<file path="src/rtl/aes_spi_master.sv">
// aes_spi_master: initiator for the serial AES link. Streams message then key
// LSB-first on SIMO under CSS, then collects the 128-bit result from SOMI.
module aes_spi_master #(
   parameter int unsigned MSG_W   = 128,
   parameter int unsigned KEY_MAX = 256,
   parameter int unsigned CNT_W   = 9
) (
   input  logic               clk,
   input  logic               reset,
   input  logic               start,
   input  logic               mode_in,
   input  logic [1:0]         size_in,
   input  logic [MSG_W-1:0]   msg_in,
   input  logic [KEY_MAX-1:0] key_in,
   output logic               SIMO,
   output logic               CSS,
   output logic               mode,
   output logic [1:0]         size,
   input  logic               SOMI,
   output logic [MSG_W-1:0]   result,
   output logic               busy,
   output logic               done
);

   typedef enum logic [2:0] {S_IDLE, S_WMSG, S_GAP, S_WKEY, S_RD, S_DONE} state_e;

   state_e             state_q, state_d;
   logic [CNT_W-1:0]   cnt_q, cnt_d;
   logic [CNT_W-1:0]   kb_last;
   logic [MSG_W-1:0]   msg_q, msg_d;
   logic [KEY_MAX-1:0] key_q, key_d;
   logic [MSG_W-1:0]   shadow_q, shadow_d;
   logic [MSG_W-1:0]   result_q, result_d;
   logic               mode_lat_q, mode_lat_d;
   logic [1:0]         size_q, size_d;
   logic               simo_q, simo_d;
   logic               css_q, css_d;
   logic               mode_q, mode_d;
   logic               busy_q, busy_d;
   logic               done_q, done_d;

   always_comb begin
      case (size_q)
         2'b00:   kb_last = CNT_W'(4 * 32 - 1);
         2'b01:   kb_last = CNT_W'(6 * 32 - 1);
         default: kb_last = CNT_W'(KEY_MAX - 1);
      endcase
   end

   always_comb begin
      state_d    = state_q;
      cnt_d      = cnt_q;
      msg_d      = msg_q;
      key_d      = key_q;
      shadow_d   = shadow_q;
      result_d   = result_q;
      mode_lat_d = mode_lat_q;
      size_d     = size_q;

      case (state_q)
         S_IDLE: begin
            if (start) begin
               state_d    = S_WMSG;
               cnt_d      = '0;
               msg_d      = msg_in;
               key_d      = key_in;
               mode_lat_d = mode_in;
               size_d     = size_in;
            end
         end
         S_WMSG: begin
            if (cnt_q == CNT_W'(MSG_W)) begin
               state_d = S_GAP;
               cnt_d   = '0;
            end else begin
               cnt_d = cnt_q + CNT_W'(1);
            end
         end
         S_GAP: begin
            state_d = S_WKEY;
            cnt_d   = '0;
         end
         S_WKEY: begin
            if (cnt_q == kb_last) begin
               state_d = S_RD;
               cnt_d   = '0;
            end else begin
               cnt_d = cnt_q + CNT_W'(1);
            end
         end
         S_RD: begin
            // the cnt=0 sample is the slave's flush bit and is dropped
            if (cnt_q != '0) shadow_d = {SOMI, shadow_q[MSG_W-1:1]};
            if (cnt_q == CNT_W'(MSG_W)) begin
               state_d = S_DONE;
               cnt_d   = '0;
            end else begin
               cnt_d = cnt_q + CNT_W'(1);
            end
         end
         S_DONE: begin
            state_d = S_IDLE;
         end
         default: begin
            state_d = S_IDLE;
            cnt_d   = '0;
         end
      endcase

      // Outputs are decoded from the next state so the registered pins line
      // up with state_q/cnt_q; message and key shift out as they are sent.
      simo_d = 1'b0;
      if (state_d == S_WMSG && cnt_d != '0) begin
         simo_d = msg_q[0];
         msg_d  = msg_q >> 1;
      end else if (state_d == S_WKEY) begin
         simo_d = key_q[0];
         key_d  = key_q >> 1;
      end

      case (state_d)
         S_WKEY:  mode_d = mode_lat_q;
         S_RD:    mode_d = 1'b1;
         default: mode_d = 1'b0;
      endcase

      css_d  = (state_d == S_IDLE) || (state_d == S_DONE);
      busy_d = (state_d != S_IDLE);
      done_d = (state_d == S_DONE);
      if (state_d == S_DONE) result_d = shadow_d;
   end

   always_ff @(posedge clk) begin
      if (!reset) begin
         state_q    <= S_IDLE;
         cnt_q      <= '0;
         msg_q      <= '0;
         key_q      <= '0;
         shadow_q   <= '0;
         result_q   <= '0;
         mode_lat_q <= 1'b0;
         size_q     <= 2'b00;
         simo_q     <= 1'b0;
         css_q      <= 1'b1;
         mode_q     <= 1'b0;
         busy_q     <= 1'b0;
         done_q     <= 1'b0;
      end else begin
         state_q    <= state_d;
         cnt_q      <= cnt_d;
         msg_q      <= msg_d;
         key_q      <= key_d;
         shadow_q   <= shadow_d;
         result_q   <= result_d;
         mode_lat_q <= mode_lat_d;
         size_q     <= size_d;
         simo_q     <= simo_d;
         css_q      <= css_d;
         mode_q     <= mode_d;
         busy_q     <= busy_d;
         done_q     <= done_d;
      end
   end

   assign SIMO   = simo_q;
   assign CSS    = css_q;
   assign mode   = mode_q;
   assign size   = size_q;
   assign result = result_q;
   assign busy   = busy_q;
   assign done   = done_q;

endmodule

</file>
<file path="config.mk">
export PLATFORM = sky130hd
export DESIGN_NAME = aes_spi_master
export DESIGN_NICKNAME = d
export VERILOG_FILES = /design/src/rtl/aes_spi_master.sv
export SDC_FILE = /design/constraint.sdc
export NUM_CORES = 1
export LEC_CHECK = 0
export CELL_PAD_IN_SITES_DETAIL_PLACEMENT = 0
export CELL_PAD_IN_SITES_GLOBAL_PLACEMENT = 2
export CORE_MARGIN = 3
export CORE_UTILIZATION = 30
export DETAILED_ROUTE_END_ITERATION = 8
export PLACE_DENSITY_LB_ADDON = 0.1
export SLEW_MARGIN = 0
export SYNTH_ARGS = -nofsm -noshare
export SYNTH_HDL_FRONTEND = slang
export SYNTH_SLANG_ARGS = --single-unit
</file>
<file path="constraint.sdc">
create_clock -name clk -period 2.6 [get_ports clk]
set_input_delay 0.39 -clock clk [delete_from_list [all_inputs] [get_ports clk]]
set_output_delay 0.39 -clock clk [all_outputs]
set_load 0.1 [all_outputs]
</file>
==> run summary <==
switch share -> 0.247
synthesized area per cell -> 8.23 um^2
critical path capture point type -> register
full die area -> 93000 um^2
proportion of power drawn by flip-flops and latches -> 0.450
highest ir drop seen on vdd -> 0.413 mV
endpoints failing hold -> 0
Detail Route met2 WL -> 42.9 mm
critical path class -> reg -> reg
final estimated routing congestion in global placement -> 0.785
Wirelength per Cell -> 17.6 um
count of filler cells inserted in the layout -> 8873
kind of start point of the critical path -> register
Setup WS pre-CTS -> -260 ps
Setup Viol. Count Final -> 0
die span in x -> 305 um
maximum clock frequency -> 396 MHz
global router's overall resource usage -> 0.177
post-route antenna net violation count -> 0
unrepaired setup endpoints after global routing -> yes
share of the yosys chip area belonging to registers -> 0.493
final worst path period need -> 2520 ps
Clock H-tree levels -> 3
fraction of layout cells with a size suffix above 1 -> 0.116
share of flip-flops with an asynchronous set or reset -> 0
crit path DAT -> 3020 ps
Vias -> 23970
placed cell area -> 33500 um^2
synthesized netlist cell count -> 3259
static leakage -> 15.1 nW
Setup TNS Final -> 0 ps
final core utilization -> 0.411
multi-input logic area -> 12400 um^2
primary flip-flop cell chosen by synthesis mapping -> sky130_fd_sc_hd__dfxtp_1
final setup skew -> 29.8 ps
routed wire length -> 86.4 mm
number of violations reported at the end of detailed-routing iteration 0 -> 1196
final setup slack of the worst path -> 75.8 ps
largest fanout on the critical path -> 26
number of buffers inserted during clock tree synthesis -> 78
TritonCTS clock tree -> done
count of boundary I/O pins -> 526
Site Rows -> 109
slew at the pin closest to its max-slew limit -> 461 ps
Clk network pwr share -> 0.450
Syn Nets -> 3652
clock latency at the later pin of the worst-skew pair -> 620 ps
maximum clock insertion buffer count -> 3
pin count of the biggest net entering global routing -> 92
proportion of power drawn by combinational gates -> 0.100
initial antenna violation count -> 9
detailed-placement wirelength estimate -> 59.6 mm
length of routed met3 wiring -> 3.86 mm
per-cell via count in the routed design -> 4.87
height of the die -> 305 um
Layout Cell Area excl Fill -> 36400 um^2
count of flip-flops with a built-in enable after synthesis -> 0
Non-Filler Instances -> 4920
starting density of the core -> 0.303
count of unique library cells instantiated by Yosys -> 58
areal power density over the cells -> 659 nW/um^2
sum of routed wire segments on met1 -> 37.8 mm
worst min path class -> in -> reg
Nets -> 4091
total congestion overflow -> 0
IO buf count -> 525
vias in the first global route -> 23865
cell total after placement -> 4772
mapped cell area -> 26800 um^2
run status -> finished, final reports clean
switching power -> 5.92 mW
top sig layer -> met5
overall power consumption -> 24.0 mW
number of optimization iterations in the first detailed-route pass -> 4
highest-count cells in the layout ignoring fill and taps -> 1036 x sky130_fd_sc_hd__nand2_1, 651 x sky130_fd_sc_hd__dfxtp_1, 524 x sky130_fd_sc_hd__nor2_1, 389 x sky130_fd_sc_hd__clkdlybuf4s50_1, 255 x sky130_fd_sc_hd__a311oi_1
Fin Hold WS -> 241 ps
number of synthesized register bits -> 660
internal power summed over all cells -> 18.1 mW
required time of the worst setup path -> 3100 ps
Sequential Area -> 13200 um^2
total count of max-transition violations in the final report -> 0
Sink Count -> 660
max_cap viols -> 0
total of warnings raised by yosys -> 0
Area growth, synth to finish -> 35.7%
first-pass GRT wire length -> 133 mm
core region area -> 88500 um^2
drc violations -> 0
clock-pin slew on the worst setup and hold paths -> 60 ps
most common library cell in the layout ignoring fill and taps -> sky130_fd_sc_hd__nand2_1
final worst-path cycle share -> 0.971
clk root buf -> sky130_fd_sc_hd__clkbuf_16
worst slew slack as a fraction of its limit -> 0.693
total of hold buffers inserted after clock tree synthesis -> 0
==> routing by layer <==
layer | up-vias | track usage
li1 | 12053 | -
met1 | 11314 | 0.220
met2 | 476 | 0.311
met3 | 121 | 0.0341
met4 | 6 | 0.0484
met5 | - | 0
==> state kept, by name, indices dropped and copies added (netlist names) <==
name / count
size: 2
msg_q: 128
state_q: 3
cnt_q: 9
CSS: 1
SIMO: 1
done: 1
mode: 1
mode_lat_q: 1
result: 128
shadow_q: 128
key_q: 256
busy: 1
==> final timing paths <==
path	start	to	slack, ps	cells after the start
worst max register to register	cnt_q[0]	msg_q[35]	80	11
worst min-delay path	reset	cnt_q[0]	240	3
worst min register to register	msg_q[1]	msg_q[0]	440	1
worst max-delay path	cnt_q[0]	msg_q[35]	80	11
==> cell families after synthesis <==
group / after synthesis / synth area share
buffers and inverters: 304 / 0.0482
AO/OA/AOI/OAI: 563 / 0.179
multiplexers: 128 / 0.0478
AND/OR/NAND/NOR: 1600 / 0.230
flip-flops: 660 / 0.493
adder cells (fa/ha/maj): 2 / 0.000933
XOR/XNOR: 2 / 0.000653
==> cells in the mapped netlist, types with 8 or more instances <==
library cell	n	area, um^2
sky130_fd_sc_hd__a211oi_1	130	976
sky130_fd_sc_hd__a21oi_1	14	70.1
sky130_fd_sc_hd__a311oi_1	256	2240
sky130_fd_sc_hd__buf_1	9	33.8
sky130_fd_sc_hd__buf_2	82	410
sky130_fd_sc_hd__clkbuf_1	198	743
sky130_fd_sc_hd__dfxtp_1	660	13200
sky130_fd_sc_hd__inv_1	8	30.0
sky130_fd_sc_hd__mux2i_1	128	1280
sky130_fd_sc_hd__nand2_1	1037	3890
sky130_fd_sc_hd__nor2_1	524	1970
sky130_fd_sc_hd__o21ai_0	9	45.0
sky130_fd_sc_hd__o2bb2ai_1	107	937
sky130_fd_sc_hd__o2bb2ai_2	20	300
==> cell type report <==
class                           count  area share
Timing Repair Buffer              655       0.184
Sequential cell                   660       0.364
Multi-Input combinational cell   2295       0.342
Tap cell                         1165      0.0401
Antenna cell                        7    0.000481
Clock inverter                     23     0.00890
Clock buffer                      107      0.0605
Inverter                            8     0.00103
==> worst max-delay path: stages, from the launching register on <==
cell	delay [ps]
sky130_fd_sc_hd__dfxtp_4	360
sky130_fd_sc_hd__inv_1	60
sky130_fd_sc_hd__ha_1	190
sky130_fd_sc_hd__nor3b_4	160
sky130_fd_sc_hd__a311oi_2	390
sky130_fd_sc_hd__buf_4	190
sky130_fd_sc_hd__o21ai_1	100
sky130_fd_sc_hd__a21o_1	240
sky130_fd_sc_hd__a41oi_4	240
sky130_fd_sc_hd__buf_12	180
sky130_fd_sc_hd__buf_16	180
sky130_fd_sc_hd__o2bb2ai_1	90
==> power groups by stage <==
| stage | logic, mW | clock network (mW) | registers, mW |
|---|---|---|---|
| 3_3_place_gp | 2.36 | 0 | 11.0 |
| 5_1_grt | 2.65 | 11.6 | 10.8 |
| 3_5_place_dp | 2.39 | 0 | 11.0 |
| 6_report | 2.41 | 10.8 | 10.8 |
| 4_1_cts | 2.40 | 11.2 | 10.8 |
| 2_1_floorplan | 1.19 | 0 | 11.0 |
==> repair_timing <==
action	4_1_cts	5_1_grt
pin swaps	1	7
endpoints found under the setup margin	95	324
buffers inserted	1	5
resized for setup	6	29
gates cloned	0	5
No activity file was read; power rests on OpenSTA's default activity.
